File: src/rtl/leg_pkg.sv
// Shared types and default sizing for the LEG register-bank front-end.
package leg_pkg;

    typedef enum logic {
        ARB   = 1'b0,
        FORCE = 1'b1
    } arb_state_e;

    localparam int unsigned LEG_NREGS    = 6;
    localparam int unsigned LEG_AW       = 3;
    localparam int unsigned LEG_DW       = 8;
    localparam int unsigned LEG_MAX_WAIT = 4;

endpackage : leg_pkg

File: src/rtl/leg_onehot_dec.sv
// Register index to one-hot strobe decoder with enable and out-of-range flag.
module leg_onehot_dec
    import leg_pkg::*;
#(
    parameter int unsigned AW    = LEG_AW,
    parameter int unsigned NREGS = LEG_NREGS
) (
    input  logic             en,
    input  logic [AW-1:0]    addr,
    output logic [NREGS-1:0] onehot,
    output logic             oor
);

    // One strobe per implemented register; unimplemented indices raise oor instead.
    always_comb begin
        onehot = '0;
        for (int unsigned i = 0; i < NREGS; i++) begin
            if (en && (addr == AW'(i))) begin
                onehot[i] = 1'b1;
            end
        end
        oor = en && (32'(addr) >= NREGS);
    end

endmodule : leg_onehot_dec

File: src/rtl/leg_regfile_arbiter.sv
// LEG register bank front-end: operand read decode plus core/debug write
// arbitration with a starvation counter that forces a debug slot.
module leg_regfile_arbiter
    import leg_pkg::*;
#(
    parameter int unsigned NREGS    = LEG_NREGS,
    parameter int unsigned AW       = LEG_AW,
    parameter int unsigned DW       = LEG_DW,
    parameter int unsigned MAX_WAIT = LEG_MAX_WAIT
) (
    input  logic             clk,
    input  logic             rst,
    input  logic             rd_a_en,
    input  logic [AW-1:0]    rd_a_addr,
    input  logic             rd_b_en,
    input  logic [AW-1:0]    rd_b_addr,
    input  logic             wb_valid,
    input  logic [AW-1:0]    wb_addr,
    input  logic [DW-1:0]    wb_data,
    output logic             wb_ready,
    input  logic             dbg_valid,
    input  logic [AW-1:0]    dbg_addr,
    input  logic [DW-1:0]    dbg_data,
    output logic             dbg_ready,
    output logic [NREGS-1:0] reg_rd_a,
    output logic [NREGS-1:0] reg_rd_b,
    output logic [NREGS-1:0] reg_wr,
    output logic [DW-1:0]    reg_wdata,
    output logic             core_stall,
    output logic             addr_err
);

    localparam int unsigned      WCW  = $clog2(MAX_WAIT + 1);
    localparam logic [WCW-1:0]   WMAX = WCW'(MAX_WAIT);

    arb_state_e     state_q, state_d;
    logic [WCW-1:0] wait_cnt_q, wait_cnt_d;
    logic [DW-1:0]  wdata_q, wdata_d;
    logic           addr_err_q, addr_err_d;

    logic           wb_grant, dbg_grant, stall;
    logic           wr_en, wr_oor;
    logic [AW-1:0]  wr_addr;
    logic           rd_a_oor, rd_b_oor;

    // Grant selection: FORCE belongs to debug; otherwise core has priority.
    // Everything is held off while reset is asserted.
    always_comb begin
        wb_grant  = 1'b0;
        dbg_grant = 1'b0;
        stall     = 1'b0;
        if (rst) begin
            if (state_q == FORCE) begin
                dbg_grant = dbg_valid;
                stall     = 1'b1;
            end else if (wb_valid) begin
                wb_grant  = 1'b1;
            end else if (dbg_valid) begin
                dbg_grant = 1'b1;
            end
            if (wb_valid && !wb_grant) begin
                stall = 1'b1;
            end
        end
    end

    // Winner's index/data; the write bus keeps its last value when idle.
    always_comb begin
        wr_en   = wb_grant || dbg_grant;
        wr_addr = wb_grant ? wb_addr : dbg_addr;
        if (wb_grant) begin
            wdata_d = wb_data;
        end else if (dbg_grant) begin
            wdata_d = dbg_data;
        end else begin
            wdata_d = wdata_q;
        end
        addr_err_d = addr_err_q || wr_oor;
    end

    // Starvation tracking: count debug losses, force a debug slot at the limit.
    always_comb begin
        state_d    = state_q;
        wait_cnt_d = wait_cnt_q;
        case (state_q)
            ARB: begin
                if (dbg_valid && !dbg_grant) begin
                    if (wait_cnt_q != WMAX) begin
                        wait_cnt_d = wait_cnt_q + 1'b1;
                    end
                    if (wait_cnt_d == WMAX) begin
                        state_d = FORCE;
                    end
                end else begin
                    wait_cnt_d = '0;
                end
            end
            FORCE: begin
                state_d    = ARB;
                wait_cnt_d = '0;
            end
            default: begin
                state_d    = ARB;
                wait_cnt_d = '0;
            end
        endcase
    end

    // State, counter, write-bus hold and sticky error registers.
    always_ff @(posedge clk or negedge rst) begin
        if (!rst) begin
            state_q    <= ARB;
            wait_cnt_q <= '0;
            wdata_q    <= '0;
            addr_err_q <= 1'b0;
        end else begin
            state_q    <= state_d;
            wait_cnt_q <= wait_cnt_d;
            wdata_q    <= wdata_d;
            addr_err_q <= addr_err_d;
        end
    end

    leg_onehot_dec #(.AW(AW), .NREGS(NREGS)) u_dec_rd_a (
        .en     (rd_a_en && rst),
        .addr   (rd_a_addr),
        .onehot (reg_rd_a),
        .oor    (rd_a_oor)
    );

    leg_onehot_dec #(.AW(AW), .NREGS(NREGS)) u_dec_rd_b (
        .en     (rd_b_en && rst),
        .addr   (rd_b_addr),
        .onehot (reg_rd_b),
        .oor    (rd_b_oor)
    );

    leg_onehot_dec #(.AW(AW), .NREGS(NREGS)) u_dec_wr (
        .en     (wr_en),
        .addr   (wr_addr),
        .onehot (reg_wr),
        .oor    (wr_oor)
    );

    logic unused_rd_oor;
    assign unused_rd_oor = rd_a_oor ^ rd_b_oor;

    assign wb_ready   = wb_grant;
    assign dbg_ready  = dbg_grant;
    assign core_stall = stall;
    assign reg_wdata  = wdata_d;
    assign addr_err   = addr_err_q;

endmodule : leg_regfile_arbiter
File: config.mk
export PLATFORM = sky130hd
export DESIGN_NAME = leg_regfile_arbiter
export DESIGN_NICKNAME = d
export VERILOG_FILES = /design/src/rtl/leg_pkg.sv /design/src/rtl/leg_onehot_dec.sv /design/src/rtl/leg_regfile_arbiter.sv
export SDC_FILE = /design/constraint.sdc
export NUM_CORES = 1
export LEC_CHECK = 0
export CAP_MARGIN = 25
export CORE_UTILIZATION = 38
export CTS_BUF_LIST = sky130_fd_sc_hd__clkbuf_4 sky130_fd_sc_hd__clkbuf_8 sky130_fd_sc_hd__clkbuf_16
export DETAILED_ROUTE_END_ITERATION = 6
export HOLD_SLACK_MARGIN = 0.15
export PLACE_DENSITY = 0.92
export SKIP_LAST_GASP = 1
export SYNTH_ARGS = -nofsm -noshare
export SYNTH_HDL_FRONTEND = slang
export SYNTH_SLANG_ARGS = --single-unit
File: constraint.sdc
create_clock -name clk -period 3.6 [get_ports clk]
set_input_delay 0.72 -clock clk [delete_from_list [all_inputs] [get_ports clk]]
set_output_delay 0.72 -clock clk [all_outputs]
set_load 0.1 [all_outputs]
# Word-level counts from Yosys, hierarchy flattened
# Cells that the tools add are included.
word_totals:
  n_memories: 0
  mem_bits_rw: 0
  latchBits: 0
  out_inout_bits: 30
  ff_bits: 13
  mem_bits_ro: 0
  elab_cells: 94
op_classes:
  order_cmp: 1
  muxes: 40
  reduce_logical: 30
  add_sub_neg: 1
  bitwise_logic: 1
  shift: 0
  n_eq_ne: 17
  n_mul: 0
  div_mod_pow: 0
op_table:
  columns: ["operator", "count"]
  rows:
  - ["2-to-1 mux 1 bit", 31]
  - ["logical AND 1 bit", 23]
  - ["equality test 3 bit, second input constant", 7]
  - ["equality test 3 x 2 -> 1 bit, second input constant", 6]
  - ["2-to-1 mux 8 bit", 2]
  - ["2-to-1 mux 3 bit", 5]
  - ["equality test 3 x 1 -> 1 bit, second input constant", 3]
  - ["logical NOT 3 bit", 3]
  - ["case mux 3 bit (2 select lines)", 1]
  - ["adder 3 x 1 -> 3 bit, second input constant", 1]
  - [">= comparator 3 bit, second input constant", 1]
  - ["!= test 3 bit, second input constant", 1]
  - ["logical NOT 1 bit", 2]
  - ["logical OR 1 bit", 2]
  - ["case mux 1 bit (2 select lines)", 1]
  - ["NOT 1 bit", 1]

# Logic depth before layout (Yosys ltp)
depth:
  word_depth: 12
  depth_mapped: 5
  depth_no_buf: 5

# Cells and area by module
# From an unflattened synthesis, not the netlist that was laid out.
hier_totals:
  cells_unflattened: 95
  area_unflattened_um2: 958.4
modules_own_cells:
  columns: ["module", "instances", "seq_area_each_um2", "cells_each", "area_each_um2"]
  rows:
  - ["leg_regfile_arbiter", 1, 325.3, 74, 714.4]
  - ["leg_onehot_dec", 3, 0.0, 7, 81.3]

# Least setup slack after synthesis
# OpenSTA, ideal clock, no wires.
synth_timing:
  path_type: "input to output"
  startpoint: "input port rst"
  endpoint: "output port reg_wr[2]"
  path_stages: 4
  slack_ps: -381
  t_required_ps: 2880
  path_buffers: 1
  arrival_time_ps: 3261
  path_cell_list: "buf_6 > nand2_1 > nor2_1 > a32o_1"
synth_between:
  elab_cells_between_ends: 7
  classes_between: "eq/ne (1); mux (4); reduce/logical (2)"
synth_lines:
  columns: ["element", "line", "text"]
  rows:
  - ["start: declaration", "leg_regfile_arbiter.sv:12", "input logic rst,"]
  - ["2-to-1 mux 1 bit", "leg_regfile_arbiter.sv:52", "if (rst) begin"]
  - ["net dbg_ready", "leg_regfile_arbiter.sv:24", "output logic dbg_ready,"]
  - ["logical OR 1 bit", "leg_regfile_arbiter.sv:69", "wr_en = wb_grant || dbg_grant;"]
  - ["logical AND 1 bit", "leg_onehot_dec.sv:18", "if (en && (addr == AW'(i))) begin"]
  - ["2-to-1 mux 1 bit", "leg_onehot_dec.sv:18", null]
  - ["end: declaration", "leg_regfile_arbiter.sv:27", "output logic [NREGS-1:0] reg_wr,"]
# The timed path passes the listed nets, and every way through them passes these cells.

# Final worst setup path
layout_timing:
  startpoint: "input port dbg_valid"
  endpoint: "output port reg_wr[0]"
layout_between:
  elab_chain_len: 7
layout_rtl:
  columns: ["element", "line", "text"]
  rows:
  - ["start: declaration", "leg_regfile_arbiter.sv:21", "input logic dbg_valid,"]
  - ["2-to-1 mux 1 bit", "leg_regfile_arbiter.sv:58", "end else if (dbg_valid) begin"]
  - ["2-to-1 mux 1 bit", "leg_regfile_arbiter.sv:56", "end else if (wb_valid) begin"]
  - ["2-to-1 mux 1 bit *", "leg_regfile_arbiter.sv:53", "if (state_q == FORCE) begin"]
  - ["2-to-1 mux 1 bit *", "leg_regfile_arbiter.sv:52", null]
  - ["logical OR 1 bit *", "leg_regfile_arbiter.sv:69", null]
  - ["logical AND 1 bit *", "leg_onehot_dec.sv:18", null]
  - ["2-to-1 mux 1 bit *", "leg_onehot_dec.sv:18", null]
# Mark *: on every way between the ends. The rest lies on a longest branch, timed or not.

==> run metrics <==
initial core utilization=approximately 42%; Vias=approximately 1200; Final Power=between 0.5 and 0.6 mW; simple-gate share of the synthesized area=between 30% and 40%; cell family with most CP delay=buffers and inverters; critical path launch point=dbg_valid; H-tree depth=1; fin nets=about 220; Ports=64; fin util=84.5%; R2R Path End=wdata_q[7]; clock skew=between 0.0015 and 0.002 ns; global-route wire length before repair=roughly 6000 um; adder-cell share of the synthesized area=under 10%; TritonCTS clock tree=yes; Max stage delay on crit path=about 0.76 ns; clk buf depth=2; Routed WL per cell=17.6 um; PwrDens=303 nW/um^2; Clock Latency Late Sink=roughly 0.28 ns; die area=about 2800 um^2; Synth cell types=30; dominant synthesized flop cell=dfrtp_1; Pre-antenna DRT Iters=6; Global Route Usage Sum=between 30% and 40%; RSZ-0062 raised after global routing=no; HPWL after detailed placement=about 2900 um; Fin. Hold Viols=0; vias per cell=5.66; core area=between 2000 and 2500 um^2; WP data required=roughly 2.9 ns; final setup fails=0; reg2reg start=state_q; LEAKAGE=~0.82 nW; total gr overflow=0; clock root cell=clkbuf_4; port buffer count=between 60 and 70; critical path type=primary input to output port; Synth async-reset ratio=100%; Die Wd=between 50 and 60 um; Arr. time, crit path=roughly 2.5 ns; fmax=between 300 and 400 MHz; # diodes=0; placed insts=210; Sink Count=13; row cnt=17; largest family of logic cells by synthesized area=simple AND/OR/NAND/NOR gates; fin cells=214; Detail Route Antenna Nets=0; vias in the first global route=roughly 1300; Slew HR=36.1%; Synth Area in XOR/XNOR=0.899%; Critical Path Stages=5; Final period util=~90%; gpl congestion=approximately 0.82; Startpoint Class=primary input; Post-synth EDFFs=0; DRC Markers=0; Reg2Reg Setup Slack=around 2.0 ns; crit path time final=roughly 3.2 ns; Worst Max-Slew Pin Slew=approximately 0.96 ns; post-CTS setup buffers=0; most frequent cells in the layout=34 x clkdlybuf4s50_1, 29 x buf_12, 14 x nand2_1, 13 x dfrtp_1; Area growth syn-to-layout=101%; outcome=complete, no violations; CTS-repair resized insts=0; final WL=~3800 um; Yosys warnings=0; Compound-Gate Fraction of Synth Area=approximately a fifth; WP buf/inv=2; crit-path cells=clkdlybuf4s50_1 -> nand2_1 -> nor4_1 -> a32o_1 -> buf_12; #FFs+latches synth=13; critical path endpoint category=output port; R2R cell count=4; WHS=0.508 ns; slowest cell on the critical path=clkdlybuf4s50_1; pin count of the biggest net entering global routing=16; Net Count, Synth=roughly 160; mux cell area share after synthesis=0%; TNS Setup=0 ns; Peak VDD IR=0.000349 V; Post-Synthesis Cells=~120; Post-Synthesis Cell Area=between 900 and 1000 um^2; Critical Path End=reg_wr[0]; hold crit path type=register to register; register area share after synthesis=about a third; cts bufs inserted=3; Clk pin slew, worst setup/hold paths=around 0.080 ns; initial antenna violation count=0; Syn Area/Cell=7.99 um^2; max-cap violation count=0; # hold bufs at CTS=0; 1st-iter DRT viols=55; Die Y=about 53 um; most common cell after layout, fill and taps aside=clkdlybuf4s50_1; max-slew violations=0; share of cells above drive strength 1=about 22%; crit path max fanout=12
==> final cells by class <==
type | instances | area, um^2
tap | 28 | 35.0
clock buffer | 4 | 30.0
multi-input combinational | 91 | 577
fill | 115 | 359
timing repair buffer | 67 | 951
inverter | 11 | 41.3
sequential | 13 | 325
==> logic make-up (layout without fill, tap and decap cells) <==
| kind of cell | Yosys count | count (layout) |
|---|---|---|
| AND/OR/NAND/NOR | 62 | 62 |
| AO/OA/AOI/OAI | 26 | 26 |
| flip-flops | 13 | 13 |
| adder cells (fa/ha/maj) | 2 | 2 |
| XOR/XNOR | 1 | 1 |
| buffers and inverters | 18 | 82 |
==> cells in the mapped netlist, types with 2 or more instances <==
cell type   n  share of area (%)
dfrtp_1    13                 33
inv_1      11                4.2
nor2_1     11                4.2
buf_2       2                1.0
clkbuf_1    3                1.2
nor3_1      9                4.6
nand3_1     2                1.0
a32o_1      4                4.1
nand2b_1    2                1.3
nand2_1    14                5.4
ha_1        2                2.6
and3_1      2                1.3
a22o_1      8                7.2
o21ai_0     8                4.1
nand3b_1   11                8.5
nor2b_1     4                2.6
buf_6       2                2.3
nor4_1      2                1.3
==> flip-flops by register name, indices dropped and copies added, names as in the netlist <==
register / count
wait_cnt_q: 3
state_q: 1
wdata_q: 8
addr_err: 1
==> metal layers <==
metal	vias to the layer above	global-route usage, %	share of wire [%]
met5	-	0	0
met4	0	11.0	3.7
met3	20	6.96	4.8
met2	64	55.5	55
met1	568	33.0	36
li1	560	-	-
==> report_power, final <==
group	switching (mW)	internal [mW]
registers	0.00755	0.160
clock network	0.0501	0.0506
logic	0.201	0.125
==> worst min path at each step <==
stage               startpoint  slack [ns]       end  depth (start not counted)
finish                addr_err        0.51  addr_err                          1
global route          addr_err        0.53  addr_err                          1
CTS                   addr_err        0.51  addr_err                          1
detailed placement    addr_err        0.49  addr_err                          1
global placement      addr_err        0.46  addr_err                          1
floorplan                  rst        0.42  addr_err                          0
==> metrics by stage <==
| step | cell area, um^2 | setup WS (ns) |
|---|---|---|
| global placement | 1930 | 0.540 |
| finish | 1960 | 0.434 |
| detailed placement | 1930 | 0.477 |
| floorplan | 987 | -0.119 |
| CTS | 1960 | 0.456 |
| global route | 1960 | 0.282 |
(Power assumes the default switching activity.)
==> RTL change 1: new RTL, same settings <==
The package constant `LEG_DW` goes from 8 to 12.
--- a/src/rtl/leg_pkg.sv
+++ b/src/rtl/leg_pkg.sv
@@ -8,7 +8,7 @@
 
     localparam int unsigned LEG_NREGS    = 6;
     localparam int unsigned LEG_AW       = 3;
-    localparam int unsigned LEG_DW       = 8;
+    localparam int unsigned LEG_DW       = 12;
     localparam int unsigned LEG_MAX_WAIT = 4;
 
 endpackage : leg_pkg
Interface: changed (resized dbg_data, reg_wdata and wb_data); port bits go from 64 to 76. No check against the original RTL was run, so the function may have changed too.
==> RTL change 1 against the original RTL <==
  * Clock power is 13% higher
  * Routed wire length grew 11%
  * Power rose by 28%
  * Final area rose by 21%
  * Sequential cell count grew 4
  * Area after synthesis grew 25%
  * Setup slack got worse by 0.10 ns
  * Synthesized cell count up 18%
==> RTL change 1: results (changes against the original RTL) <==
CP top delay family=compound AO/OA/AOI/OAI gates; Clock Latency Late Sink=0.30 ns (+0.02 ns); dominant cells by area after synthesis=dfrtp_1, nand3b_1, a22o_1; FFs w/ async S/R, synth=100% (unchanged); filler cell count=189 (+64%); sequential share of the synthesized area=35.0% (+1.6 points); Pleak=0.982 nW (+20%); Cells after DPL=260 (+24%); largest net degree at the start of global routing=18 (+2); crit path launch=wb_valid; share of layout cells above drive strength 1=23.2% (+1.1 points); net count of the mapped netlist=188 (+19%); routed length per instance=15.8 um (-10%); Int Power=0.000426 W (+27%); Synth top cells by count=nand2_1, dfrtp_1, nand3b_1; Reg2Reg Depth=3 (-1); routed vias/inst=5.39 (-4.8%); biggest regs=wdata_q (12), wait_cnt_q (3); result of the run=completed; crit path to=reg_wdata[1]; Final HPWL DP=3.35 mm (+16%); Detailed Route WL=4.17 mm (+11%); CP max FO=15 (+3); synth unique cells=36 (+20%); Power Clock=0.000114 W (+13%); worst vdd ir=228 uV (-35%); Placer Congestion=0.957 (+16%); RR Endpoint=wdata_q[0]; R2R Setup Slk=1.79 ns (-0.16 ns); setup slack at placement=0.367 ns (-0.109 ns); gr usage total=25.9% (-4.3 points); Nets=265 (+19%); DRT Pass-1 Iters=4 (-2); PortBufs=75 (+19%); initial DRC count=57 (+3.6%); CP max stage delay=0.51 ns (-0.25 ns); Seq. pwr=0.000219 W (+30%); syn avg cell area=8.45 um^2 (+5.7%); Sw Pwr=0.000335 W (+29%); Worst Max-Slew Pin Slew=1.02 ns (+0.0692 ns); arrival time at the worst endpoint=2.55 ns (+0.10 ns); fin crit period=3.27 ns (+0.101 ns); first-pass GRT wire length=6.70 mm (+12%); Clock Skews=0.0105 ns (+0.00893 ns)
[RTL change 1: worst min path at each step]
| stage | cells past startpoint | end | slack (ns) | startpoint |
|---|---|---|---|---|
| finish | 2 | addr_err | 0.58 | addr_err |
| global route | 1 | wdata_q[2] | 0.60 | wdata_q[2] |
| detailed placement | 1 | wdata_q[2] | 0.55 | wdata_q[2] |
| floorplan | 0 | addr_err | 0.42 | rst |
| global placement | 2 | addr_err | 0.54 | addr_err |
| CTS | 1 | wdata_q[7] | 0.58 | wdata_q[7] |
[RTL change 1: cells by family (layout without fill, tap and decap cells)]
| logic type | count (synthesis) | count (layout) | synth area share, % |
|---|---|---|---|
| XOR/XNOR | 1 | 1 | 0.720 |
| AO/OA/AOI/OAI | 35 | 35 | 21.5 |
| buffers and inverters | 20 | 96 | 8.13 |
| AND/OR/NAND/NOR | 69 | 69 | 32.6 |
| flip-flops | 17 | 17 | 35.0 |
| adder cells (fa/ha/maj) | 2 | 2 | 2.06 |
[RTL change 1: stage by stage]
step	utilization [%]	hold WS, ns	cell area [um^2]	TNS, ns
final	78.0	0.575	2380	0
after global routing	78.0	0.604	2380	0
after CTS	78.0	0.578	2380	0
after detailed placement	77.0	0.554	2350	0
after global placement	77.0	0.543	2350	0
after floorplan	-	0.424	1230	-2.15
[RTL change 1: layer usage]
layer | wire length, um | up-vias | global-route usage, %
li1 | - | 669 | -
met1 | 1660 | 677 | 32.4
met2 | 2160 | 68 | 44.5
met3 | 260 | 10 | 5.49
met4 | 91 | 0 | 8.50
met5 | 0 | - | 0
[RTL change 1: final cells by class]
type,instances,area share [%]
inverters,11,1.74
multi-input cells,107,29.5
clock buffers,4,1.26
repair buffers,81,47.3
well taps,44,2.31
flip-flops and latches,17,17.9
==> RTL change 2: new RTL, config.mk and constraints unchanged <==
Made on the original files. Put one more register stage on the output `addr_err`, without a reset. The value now appears one clock later. The other outputs are not delayed to match.
--- a/src/rtl/leg_regfile_arbiter.sv
+++ b/src/rtl/leg_regfile_arbiter.sv
@@ -149,6 +149,8 @@
     assign dbg_ready  = dbg_grant;
     assign core_stall = stall;
     assign reg_wdata  = wdata_d;
-    assign addr_err   = addr_err_q;
+    always_ff @(posedge clk) begin
+        addr_err <= addr_err_q;
+    end
 
 endmodule : leg_regfile_arbiter
Formal check against the unedited RTL: not equivalent (a bounded check fails within 4 cycles, from zero or initial values and one cycle with rst low).
==> RTL change 2 against the original RTL <==
  * Area after synthesis grew 3.6%
  * Non-clock buffer count rose by 1
  * Sequential cell count grew 1
  * Final area rose by 3.6%
  * Routed wire length fell by 2.1%
  * Power increased by 5.3%
  * Setup slack got worse by 0.067 ns
  * Cell count up 0.47%
==> RTL change 2: results (changes against the original RTL) <==
result of the run=completed; RR Endpoint=wdata_q[6]; RR Startpoint=state_q; Multi-input gate area=626 um^2 (+8.5%); gr usage total=28.7% (-1.4 points); met1 Use GR=28.8% (-4.2 points); Clock Skews=0.00518 ns (+0.00361 ns); M2 GR Usage=56.3% (+0.76 points); GRT met3 Usage=4.24% (-2.7 points); Sw Pwr=0.000264 W (+2.2%); net count of the mapped netlist=155 (-1.9%); Placer Congestion=0.768 (-6.8%); synth unique cells=38 (+27%); setup slack at placement=0.397 ns (-0.0795 ns); Worst Hold Class=reg2reg; clock share of power=18.4% (+1.4 points); Routed met1 length=1.30 mm (-5.1%); DRT Pass-1 Iters=4 (-2); Seq pwr share=28.7% (+0.5 points); Cells after DPL=211 (+0.48%); Final HPWL DP=2.92 mm (+1.3%); Hold WS=0.396 ns (-0.113 ns); crit path to=reg_wr[4]; Nets=222 (-0.45%); FFs w/ async S/R, synth=92.9% (-7.1 points); Detailed Route WL=3.69 mm (-2.1%); share of layout cells above drive strength 1=25.4% (+3.4 points); antenna viol nets, final=0 (unchanged); CP max FO=7 (-5); Seq. pwr=0.000179 W (+7%); Worst Hold Launch=addr_err_q; Worst Max-Slew Pin Slew=0.959 ns (+0.00315 ns); dominant cells by area after synthesis=dfrtp_1, a22o_1, nand3b_1; filler cell count=149 (+30%); H-tree depth=1 (unchanged); syn avg cell area=8.49 um^2 (+6.2%); Worst Hold Depth=0 (-1); Final WS setup=0.367 ns (-0.0666 ns); arrival time at the worst endpoint=2.51 ns (+0.06 ns); Pleak=0.839 nW (+2.5%); sequential share of the synthesized area=34.2% (+0.82 points); PortBufs=63 (unchanged); largest net degree at the start of global routing=17 (+1); R2R Setup Slk=2.07 ns (+0.12 ns); met2 routed WL=2.08 mm (+0.19%); Synth top cells by count=nand2_1, dfrtp_1, nand3b_1, nor2_1; worst vdd ir=263 uV (-25%); PostCTS Resize Cnt=0 (unchanged); hold endpoint=addr_err; initial DRC count=41 (-25%); first-pass GRT wire length=5.70 mm (-5.0%); DP Area=1990 um^2 (+3.3%); crit path launch=rst; DR vias=1,236 (+2.0%); routed length per instance=17.1 um (-2.6%); routed length on met3=188 um (+4.4%); Reg2Reg Depth=4 (unchanged); CP max stage delay=0.63 ns (-0.13 ns)
-- RTL change 2: changes by cell type after synthesis, moves of 3 or more --
cell | unedited run | this run
nor3_1 | 9 | 5
a21oi_1 | 1 | 7
nor2b_1 | 4 | 1
inv_1 | 11 | 7
a32o_1 | 4 | 0
-- RTL change 2: cell type report --
class                   instances  area share (%)
clock buffers                   4            1.79
inverters                       7            1.29
multi-input cells              92            30.8
flip-flops and latches         14            17.0
well taps                      30            1.85
repair buffers                 68            47.2
-- RTL change 2: cells by family (layout without fill, tap and decap cells) --
kind of cell             after synthesis  in the layout  synth area share [%]
AO/OA/AOI/OAI                         26             26                  17.6
AND/OR/NAND/NOR                       61             61                  36.6
adder cells (fa/ha/maj)                2              2                  2.48
XOR/XNOR                               1              1                 0.868
flip-flops                            14             14                  34.2
buffers and inverters                 13             79                  6.20
multiplexers                           2              2                  2.11
